===== config.mk =====
export PLATFORM = sky130hd
export DESIGN_NAME = main_control_fsm
export DESIGN_NICKNAME = d
export VERILOG_FILES = /design/src/rtl/main_control_fsm_pkg.sv /design/src/rtl/main_control_decode.sv /design/src/rtl/main_control_fsm.sv
export SDC_FILE = /design/constraint.sdc
export NUM_CORES = 1
export LEC_CHECK = 0
export CORE_MARGIN = 4
export CORE_UTILIZATION = 35
export CTS_CLUSTER_DIAMETER = 150
export DETAILED_ROUTE_END_ITERATION = 12
export DONT_BUFFER_PORTS = 1
export GPL_TIMING_DRIVEN = 0
export PLACE_DENSITY = 0.5
export SLEW_MARGIN = 25
export SYNTH_ARGS = -nofsm -noshare
export SYNTH_HDL_FRONTEND = slang
export SYNTH_SLANG_ARGS = --single-unit
export TNS_END_PERCENT = 100

===== constraint.sdc =====
create_clock -name clk -period 3 [get_ports clk]
set_clock_uncertainty 0.05 [all_clocks]
set_input_delay 0.45 -clock clk [delete_from_list [all_inputs] [get_ports clk]]
set_output_delay 0.45 -clock clk [all_outputs]
set_load 0.005 [all_outputs]

===== src/rtl/main_control_fsm_pkg.sv =====
// Shared definitions for the multi-cycle main control FSM.
// Holds state encodings, opcode constants, ALU_OP codes, mux-select codes,
// the packed control-word struct and an opcode legality helper.
// Optional feature macro: MAIN_CTRL_ADDI_EN (compiles in addi support).
package main_control_fsm_pkg;

  localparam int unsigned StateBits = 4;

  typedef enum logic [StateBits-1:0] {
    StFetch    = 4'd0,
    StDecode   = 4'd1,
    StMemAddr  = 4'd2,
    StMemRead  = 4'd3,
    StMemWb    = 4'd4,
    StMemWrite = 4'd5,
    StExecute  = 4'd6,
    StRwb      = 4'd7,
    StBranch   = 4'd8,
    StJump     = 4'd9,
    StAddiEx   = 4'd10,
    StAddiWb   = 4'd11
  } state_e;

  localparam logic [5:0] OP_RTYPE = 6'b000000;
  localparam logic [5:0] OP_LW    = 6'b100011;
  localparam logic [5:0] OP_SW    = 6'b101011;
  localparam logic [5:0] OP_BEQ   = 6'b000100;
  localparam logic [5:0] OP_J     = 6'b000010;
  localparam logic [5:0] OP_ADDI  = 6'b001000;

  localparam logic [1:0] ALU_OP_ADD  = 2'b00;
  localparam logic [1:0] ALU_OP_SUB  = 2'b01;
  localparam logic [1:0] ALU_OP_FUNC = 2'b10;

  localparam logic [1:0] SRCB_REG       = 2'b00;
  localparam logic [1:0] SRCB_FOUR      = 2'b01;
  localparam logic [1:0] SRCB_IMM       = 2'b10;
  localparam logic [1:0] SRCB_IMM_SHIFT = 2'b11;

  localparam logic [1:0] PCSRC_ALU    = 2'b00;
  localparam logic [1:0] PCSRC_ALUOUT = 2'b01;
  localparam logic [1:0] PCSRC_JUMP   = 2'b10;

  typedef struct packed {
    logic       pc_write;
    logic       pc_write_cond;
    logic       i_or_d;
    logic       mem_read;
    logic       mem_write;
    logic       mem_to_reg;
    logic       ir_write;
    logic       alu_src_a;
    logic       reg_write;
    logic       reg_dst;
    logic       illegal_op;
    logic [1:0] alu_op;
    logic [1:0] alu_src_b;
    logic [1:0] pc_source;
  } ctrl_t;

  function automatic logic op_is_legal(input logic [5:0] op);
    logic legal;
    legal = (op == OP_LW) || (op == OP_SW) || (op == OP_RTYPE) ||
            (op == OP_BEQ) || (op == OP_J);
`ifdef MAIN_CTRL_ADDI_EN
    legal = legal || (op == OP_ADDI);
`endif
    return legal;
  endfunction

endpackage


===== src/rtl/main_control_decode.sv =====
// Combinational state-to-control-word decoder for the main control FSM.
// Ports:
//   state - current registered state
//   op    - instruction opcode, only consulted in DECODE to flag illegal ops
//   ctrl  - full control word; fields not driven by a state stay 0
// Optional feature macro: MAIN_CTRL_ADDI_EN (decodes ADDIEX/ADDIWB).
module main_control_decode
  import main_control_fsm_pkg::*;
(
  input  state_e      state,
  input  logic [5:0]  op,
  output ctrl_t       ctrl
);

  always_comb begin
    ctrl = '0;
    case (state)
      StFetch: begin
        ctrl.mem_read  = 1'b1;
        ctrl.ir_write  = 1'b1;
        ctrl.alu_src_b = SRCB_FOUR;
        ctrl.alu_op    = ALU_OP_ADD;
        ctrl.pc_write  = 1'b1;
        ctrl.pc_source = PCSRC_ALU;
      end
      StDecode: begin
        ctrl.alu_src_b  = SRCB_IMM_SHIFT;
        ctrl.alu_op     = ALU_OP_ADD;
        ctrl.illegal_op = ~op_is_legal(op);
      end
      StMemAddr: begin
        ctrl.alu_src_a = 1'b1;
        ctrl.alu_src_b = SRCB_IMM;
        ctrl.alu_op    = ALU_OP_ADD;
      end
      StMemRead: begin
        ctrl.mem_read = 1'b1;
        ctrl.i_or_d   = 1'b1;
      end
      StMemWb: begin
        ctrl.reg_write  = 1'b1;
        ctrl.mem_to_reg = 1'b1;
      end
      StMemWrite: begin
        ctrl.mem_write = 1'b1;
        ctrl.i_or_d    = 1'b1;
      end
      StExecute: begin
        ctrl.alu_src_a = 1'b1;
        ctrl.alu_src_b = SRCB_REG;
        ctrl.alu_op    = ALU_OP_FUNC;
      end
      StRwb: begin
        ctrl.reg_write = 1'b1;
        ctrl.reg_dst   = 1'b1;
      end
      StBranch: begin
        ctrl.alu_src_a     = 1'b1;
        ctrl.alu_src_b     = SRCB_REG;
        ctrl.alu_op        = ALU_OP_SUB;
        ctrl.pc_write_cond = 1'b1;
        ctrl.pc_source     = PCSRC_ALUOUT;
      end
      StJump: begin
        ctrl.pc_write  = 1'b1;
        ctrl.pc_source = PCSRC_JUMP;
      end
`ifdef MAIN_CTRL_ADDI_EN
      StAddiEx: begin
        ctrl.alu_src_a = 1'b1;
        ctrl.alu_src_b = SRCB_IMM;
        ctrl.alu_op    = ALU_OP_ADD;
      end
      StAddiWb: begin
        ctrl.reg_write = 1'b1;
      end
`endif
      default: ctrl = '0;
    endcase
  end

endmodule


===== src/rtl/main_control_fsm.sv =====
// Moore main control FSM for a multi-cycle MIPS-style datapath.
// Ports:
//   clk, rst_n   - clock (rising edge) and asynchronous active-low reset
//   Op           - opcode from IR, sampled only in DECODE and MEMADDR
//   PCWrite .. Illegal_Op, ALU_OP, ALUSrcB, PCSource - datapath controls
//   State        - current state (debug), STATE_W bits
// Optional feature macro: MAIN_CTRL_ADDI_EN (addi support; otherwise addi
// is illegal and ADDIEX/ADDIWB act as unused encodings).
module main_control_fsm
  import main_control_fsm_pkg::*;
#(
  parameter int unsigned STATE_W = 4
) (
  input  logic               clk,
  input  logic               rst_n,
  input  logic [5:0]         Op,
  output logic               PCWrite,
  output logic               PCWriteCond,
  output logic               IorD,
  output logic               MemRead,
  output logic               MemWrite,
  output logic               MemtoReg,
  output logic               IRWrite,
  output logic               ALUSrcA,
  output logic               RegWrite,
  output logic               RegDst,
  output logic               Illegal_Op,
  output logic [1:0]         ALU_OP,
  output logic [1:0]         ALUSrcB,
  output logic [1:0]         PCSource,
  output logic [STATE_W-1:0] State
);

  state_e state_q, state_d;
  ctrl_t  ctrl, ctrl_out;

  always_ff @(posedge clk or negedge rst_n) begin
    if (!rst_n) begin
      state_q <= StFetch;
    end else begin
      state_q <= state_d;
    end
  end

  always_comb begin
    state_d = StFetch;
    case (state_q)
      StFetch: state_d = StDecode;
      StDecode: begin
        case (Op)
          OP_LW, OP_SW: state_d = StMemAddr;
          OP_RTYPE:     state_d = StExecute;
          OP_BEQ:       state_d = StBranch;
          OP_J:         state_d = StJump;
`ifdef MAIN_CTRL_ADDI_EN
          OP_ADDI:      state_d = StAddiEx;
`endif
          default:      state_d = StFetch;
        endcase
      end
      StMemAddr:  state_d = (Op == OP_LW) ? StMemRead : StMemWrite;
      StMemRead:  state_d = StMemWb;
      StExecute:  state_d = StRwb;
`ifdef MAIN_CTRL_ADDI_EN
      StAddiEx:   state_d = StAddiWb;
`endif
      default:    state_d = StFetch;
    endcase
  end

  main_control_decode u_decode (
    .state (state_q),
    .op    (Op),
    .ctrl  (ctrl)
  );

  // FETCH would otherwise assert PC/IR writes while reset is held.
  assign ctrl_out = rst_n ? ctrl : '0;

  assign PCWrite     = ctrl_out.pc_write;
  assign PCWriteCond = ctrl_out.pc_write_cond;
  assign IorD        = ctrl_out.i_or_d;
  assign MemRead     = ctrl_out.mem_read;
  assign MemWrite    = ctrl_out.mem_write;
  assign MemtoReg    = ctrl_out.mem_to_reg;
  assign IRWrite     = ctrl_out.ir_write;
  assign ALUSrcA     = ctrl_out.alu_src_a;
  assign RegWrite    = ctrl_out.reg_write;
  assign RegDst      = ctrl_out.reg_dst;
  assign Illegal_Op  = ctrl_out.illegal_op;
  assign ALU_OP      = ctrl_out.alu_op;
  assign ALUSrcB     = ctrl_out.alu_src_b;
  assign PCSource    = ctrl_out.pc_source;
  assign State       = STATE_W'(state_q);

endmodule

Yosys cells after proc, flatten, opt, wreduce, memory -nomap -nowiden
Index checks and enable logic that the tools add are counted.
- bits in latches: 0
- memory bits (writable): 0
- word-level logic and storage cells: 44
- register bits after elaboration: 4
- output and inout bits: 21
- bits in read-only memories: 0
- memories kept: 0
- $mul: 0
- div/mod/pow operators: 0
- muxes and demuxes: 17
- reductions and logical operators: 12
- bitwise operators: 1
- add/sub/neg operators: 0
- eq/ne operators: 13
- shift-type cells: 0
- magnitude comparators: 0
- operators with widths (operator ; count):
    one-hot mux 4 bit (5 select lines) ; 2
    two-way mux 17 bit ; 1
    == test 4 x 3 -> 1 bit (second input constant) ; 4
    one-hot mux 4 bit (4 select lines) ; 1
    == test 6 bit (second input constant) ; 2
    two-way mux 1 bit ; 11
    OR reduction 2 bit ; 5
    == test 4 x 2 -> 1 bit (second input constant) ; 2
    == test 4 bit (second input constant) ; 2
    == test 6 x 2 -> 1 bit (second input constant) ; 1
    == test 6 x 3 -> 1 bit (second input constant) ; 1
    zero test 6 bit ; 1
    == test 4 x 1 -> 1 bit (second input constant) ; 1
    zero test 4 bit ; 1
    logical OR 1 bit ; 4
    one-hot mux 2 bit (2 select lines) ; 1
    two-way mux 3 bit ; 1
    OR reduction 3 bit ; 1
    inverter 1 bit ; 1

Logic depth before layout (Yosys ltp)
- depth in word-level cells: 8
- depth in mapped cells: 4
- depth with buffers taken out: 3

By module
A second synthesis with hierarchy kept.
- cell total of the unflattened synthesis: 75
- area total of the unflattened synthesis: 609.3 um2
- by module, submodules not included (module ; sequential area each (um2) ; times used ; area each (um2) ; cells an instance):
    main_control_fsm ; 100.1 ; 1 ; 360.3 ; 43
    main_control_decode ; 0.0 ; 1 ; 249.0 ; 32

Worst setup path before layout
Ideal clock, no wire load.
- kind: flip-flop to output port
- start: reg state_q[0], in the netlist State[0]
- end: out PCSource[0]
- data arrival time: 1.112 ns
- setup slack: 1.388 ns
- required time: 2.500 ns
- cell stages (with the launch flop): 5
- cell sequence: dfrtp_1 buf_4 buf_2 nor3_1 buf_4
- word-level cells in the longest chain between the ends: 3
- elaborated cells between the ends (all ways): 4
- classes of those cells: 2 x eq/ne; 2 x mux
- RTL lines (element ; RTL line ; source):
    from (decl) ; main_control_fsm.sv:34 ; state_e state_q, state_d;
    from (signal assigned) ; main_control_fsm.sv:39 ; state_q <= StFetch;
    from (signal assigned) ; main_control_fsm.sv:41 ; state_q <= state_d;
    == test 4 bit ; main_control_decode.sv:17 ; case (state)
    one-hot mux 2 bit (2 select lines) (*) ; main_control_decode.sv:17 ;
    two-way mux 17 bit (*) ; main_control_fsm.sv:78 ; assign ctrl_out = rst_n ? ctrl : '0;
    to (decl) ; main_control_fsm.sv:30 ; output logic [1:0] PCSource,
Mark *: on every way between the ends. The rest lies on a longest branch, timed or not.

Final worst setup path
Same ends and word-level chain as after synthesis.

==> insert_results.sql <==
INSERT INTO impl_metrics (metric_group, metric, value, unit) VALUES
('logic_synthesis', 'postSynthCellCount', '62', ''),
('timing', 'grt_setup_unrepaired', 'no', ''),
('power', 'power_leakage', '0.229', 'nW'),
('logic_synthesis', 'synth-seq-area-share', '20.9', '%'),
('setup_path', 'critical_path.most_common_cell', 'sky130_fd_sc_hd__buf_4', ''),
('timing', 'final-hold-violation-count', '0', ''),
('clocking', 'clockBufferDepth', '2', ''),
('detailed_routing', 'drt-total-wl', '1270', 'um'),
('logic_synthesis', 'synthMostInstantiatedCell', 'sky130_fd_sc_hd__nor3_1', ''),
('cells_and_area', 'design.final.nets', '76', ''),
('clocking', 'cts.sink_count', '4', ''),
('detailed_routing', 'avgViaCountPerCell', '5.86', ''),
('die', 'io_pins', '29', ''),
('timing', 'fin_crit_sh', '64.9', '%'),
('logic_synthesis', 'netlist.top_cell.by_area', 'sky130_fd_sc_hd__dfrtp_1', ''),
('die', 'die_w', '45', 'um'),
('detailed_routing', 'detail_route.iter0.violations', '23', ''),
('grt', 'global_route_wire_length_before_repair', '2090', 'um'),
('power', 'power_density', '525', 'nW/um^2'),
('cells_and_area', 'post_route_cells_drive_above_1_share', '21.2', '%'),
('die', 'floorplan.core_area', '1300', 'um^2'),
('timing', 'hold-worst-slack', '0.236', 'ns'),
('logic_synthesis', 'yosys_register_bits', '4', ''),
('clocking', 'cts-buffers-inserted', '3', ''),
('clocking', 'clock_tree.root_cell', 'sky130_fd_sc_hd__clkbuf_4', ''),
('setup_path', 'critical_path_required', '2.50', 'ns'),
('run', 'cap_violations', '0', ''),
('status', 'run_status', 'completed', ''),
('detailed_routing', 'detail_route.drc_violations', '0', ''),
('detailed_routing', 'drt.antenna.violating_nets', '0', ''),
('logic_synthesis', 'synth-async-reset-ratio', '100', '%'),
('placement', 'globalplace.congestion', '0.775', ''),
('detailed_routing', 'detailroute.via_count', '475', ''),
('timing', 'max_slew_margin', '74.5', '%'),
('timing', 'final-setup-viol-count', '0', ''),
('logic_synthesis', 'syn_area_per_cell', '7.73', 'um^2'),
('placement', 'dpl.hpwl', '960', 'um'),
('cells_and_area', 'antenna_cells', '0', ''),
('setup_path', 'timing.critical_path.slowest_cell_delay', '0.38', 'ns'),
('clocking', 'clk_pin_slew', '0.04', 'ns'),
('setup_path', 'cp_cell_sequence', 'buf_4, buf_2, nor3_1, buf_4', ''),
('timing', 'final_period_minus_worst_setup_slack', '1.95', 'ns'),
('logic_synthesis', 'synthesis.yosys.warnings', '0', ''),
('logic_synthesis', 'synth.distinct_cells', '31', ''),
('timing', 'worst_pin_slew', '0.377', 'ns'),
('setup_path', 'path_max_fanout', '10', ''),
('logic_synthesis', 'synth_edf_count', '0', ''),
('grt', 'aggregate_global_routing_overflow', '0', ''),
('die', 'floorplan.die.height', '45', 'um'),
('logic_synthesis', 'synth_area_leaders', 'sky130_fd_sc_hd__dfrtp_1, sky130_fd_sc_hd__nor3_1, sky130_fd_sc_hd__xor2_1, sky130_fd_sc_hd__and3_1, sky130_fd_sc_hd__buf_4', ''),
('timing', 'final.setup.tns', '0', 'ns'),
('die', 'start_util', '36.8', '%'),
('clocking', 'cts_tree', 'built', ''),
('clocking', 'post_cts_setup_repair_buffer_count', '0', ''),
('logic_synthesis', 'mappedNetlistArea', '479', 'um^2'),
('die', 'floorplan.rows', '13', ''),
('clocking', 'clock_insertion_delay_worst_skew', '0.24', 'ns'),
('timing', 'finalMaxSlewViolations', '0', ''),
('setup_path', 'timing_worst_setup_path_type', 'flop to output port', ''),
('grt', 'vias_in_the_first_global_route', '468', ''),
('logic_synthesis', 'postSynth.topFlopCell', 'sky130_fd_sc_hd__dfrtp_1', ''),
('detailed_routing', 'wl_per_cell', '15.7', 'um'),
('power', 'overall_power_after_layout', '0.000279', 'W'),
('timing', 'finalWorstSetupSlack', '1.05', 'ns'),
('logic_synthesis', 'synth_nets', '70', ''),
('grt', 'antenna_found_initial', '0', ''),
('cells_and_area', 'flow.area_growth_from_synthesis', '10.7', '%'),
('timing', 'max_freq', '514', 'MHz'),
('hold_path', 'hp-class', 'input port to flop', ''),
('logic_synthesis', 'synthDominantCellAreaShare', '20.9', '%'),
('placement', 'dp_slack', '1.29', 'ns');
==> through the flow <==
| step | cells | instance area (um^2) | utilization (%) |
|---|---|---|---|
| after floorplan | 62 | 479 | - |
| after global routing | 81 | 531 | 40.8 |
| final | 81 | 531 | 40.8 |
| after global placement | 77 | 498 | 38.3 |
| after CTS | 81 | 531 | 40.8 |
| after detailed placement | 77 | 498 | 38.3 |
==> critical path, delay by kind of cell, from the launching register on <==
kind | cells | cell delay, ns
buf+inv | 3 | 0.52
flops | 1 | 0.38
simple gates | 1 | 0.29
==> cells in the final DEF, fill, tap and decap left out <==
| master | count |
|---|---|
| sky130_fd_sc_hd__dfrtp_1 | 4 |
| sky130_fd_sc_hd__nor2_1 | 6 |
| sky130_fd_sc_hd__dlygate4sd3_1 | 1 |
| sky130_fd_sc_hd__buf_6 | 1 |
| sky130_fd_sc_hd__nand4_1 | 2 |
| sky130_fd_sc_hd__xor2_1 | 3 |
| sky130_fd_sc_hd__nor4b_1 | 1 |
| sky130_fd_sc_hd__buf_4 | 3 |
| sky130_fd_sc_hd__o31ai_1 | 1 |
| sky130_fd_sc_hd__nor2b_1 | 2 |
| sky130_fd_sc_hd__nor4b_2 | 1 |
| sky130_fd_sc_hd__o2bb2ai_1 | 1 |
| sky130_fd_sc_hd__buf_2 | 1 |
| sky130_fd_sc_hd__a221oi_2 | 1 |
| sky130_fd_sc_hd__nor3_4 | 1 |
| sky130_fd_sc_hd__nand2_1 | 4 |
| sky130_fd_sc_hd__a21o_1 | 1 |
| sky130_fd_sc_hd__nor3_1 | 8 |
| sky130_fd_sc_hd__nand3b_1 | 1 |
| sky130_fd_sc_hd__and3_1 | 4 |
| sky130_fd_sc_hd__clkbuf_4 | 3 |
| sky130_fd_sc_hd__xnor2_1 | 1 |
| sky130_fd_sc_hd__nor4_1 | 1 |
| sky130_fd_sc_hd__o21ai_1 | 2 |
| sky130_fd_sc_hd__nand3_1 | 2 |
| sky130_fd_sc_hd__inv_1 | 2 |
| sky130_fd_sc_hd__a21oi_1 | 1 |
| sky130_fd_sc_hd__a211oi_1 | 1 |
| sky130_fd_sc_hd__inv_2 | 1 |
| sky130_fd_sc_hd__nand2b_1 | 2 |
| sky130_fd_sc_hd__nor2_4 | 1 |
| sky130_fd_sc_hd__o2111ai_1 | 1 |
| sky130_fd_sc_hd__and2b_2 | 1 |
==> final timing paths <==
| check | startpoint | endpoint | slack, ns | depth (start not counted) |
|---|---|---|---|---|
| max in group asynchronous | rst_n | State[3]$_DFF_PN0_ | 2.30 | 1 |
| worst max-delay path | State[0]$_DFF_PN0_ | PCSource[0] | 1.05 | 4 |
| worst max register to register | State[1]$_DFF_PN0_ | State[0]$_DFF_PN0_ | 1.81 | 4 |
| worst min-delay path | Op[4] | State[3]$_DFF_PN0_ | 0.24 | 1 |
| min in group asynchronous | rst_n | State[1]$_DFF_PN0_ | 0.43 | 1 |
| worst min register to register | State[3]$_DFF_PN0_ | State[0]$_DFF_PN0_ | 0.60 | 1 |
==> area by class of cell <==
cell class                      instances  area, um^2
Sequential cell                         4         100
Multi-Input combinational cell         50         329
Buffer                                  5        38.8
Fill cell                             147         771
Timing Repair Buffer                    1        10.0
Tap cell                               15        18.8
Clock buffer                            3        22.5
Inverter                                3        11.3
==> kinds of logic (layout without fill, tap and decap cells) <==
group	after synthesis	count (layout)	synth area share, %
buffers and inverters	8	12	10.4
XOR/XNOR	4	4	7.31
flip-flops	4	4	20.9
AND/OR/NAND/NOR	37	37	46.7
AO/OA/AOI/OAI	9	9	14.6
==> routing by layer <==
metal / vias up / share of wire [%] / wire length [um] / GRT usage (%)
met3: 4 / 9.8 / 125 / 5.18
met5: - / 0 / 0 / 0
met4: 0 / 2.7 / 34 / 8.77
met2: 26 / 44 / 565 / 17.8
met1: 213 / 43 / 549 / 20.4
li1: 232 / - / - / -
==> timing repair <==
item                      4_1_cts  5_1_grt
hold buffers                    1        0
resized for setup               0        0
hold endpoints to repair        4        0
==> report_power, final <==
group | total (W) | switching [W] | internal (W)
registers | 0.0000699 | 0.00000717 | 0.0000627
logic | 0.000139 | 0.0000854 | 0.0000533
clock network | 0.0000700 | 0.0000251 | 0.0000449
total | 0.000279 | 0.000118 | 0.000161
Note: power is estimated with default switching activity, not from simulation.
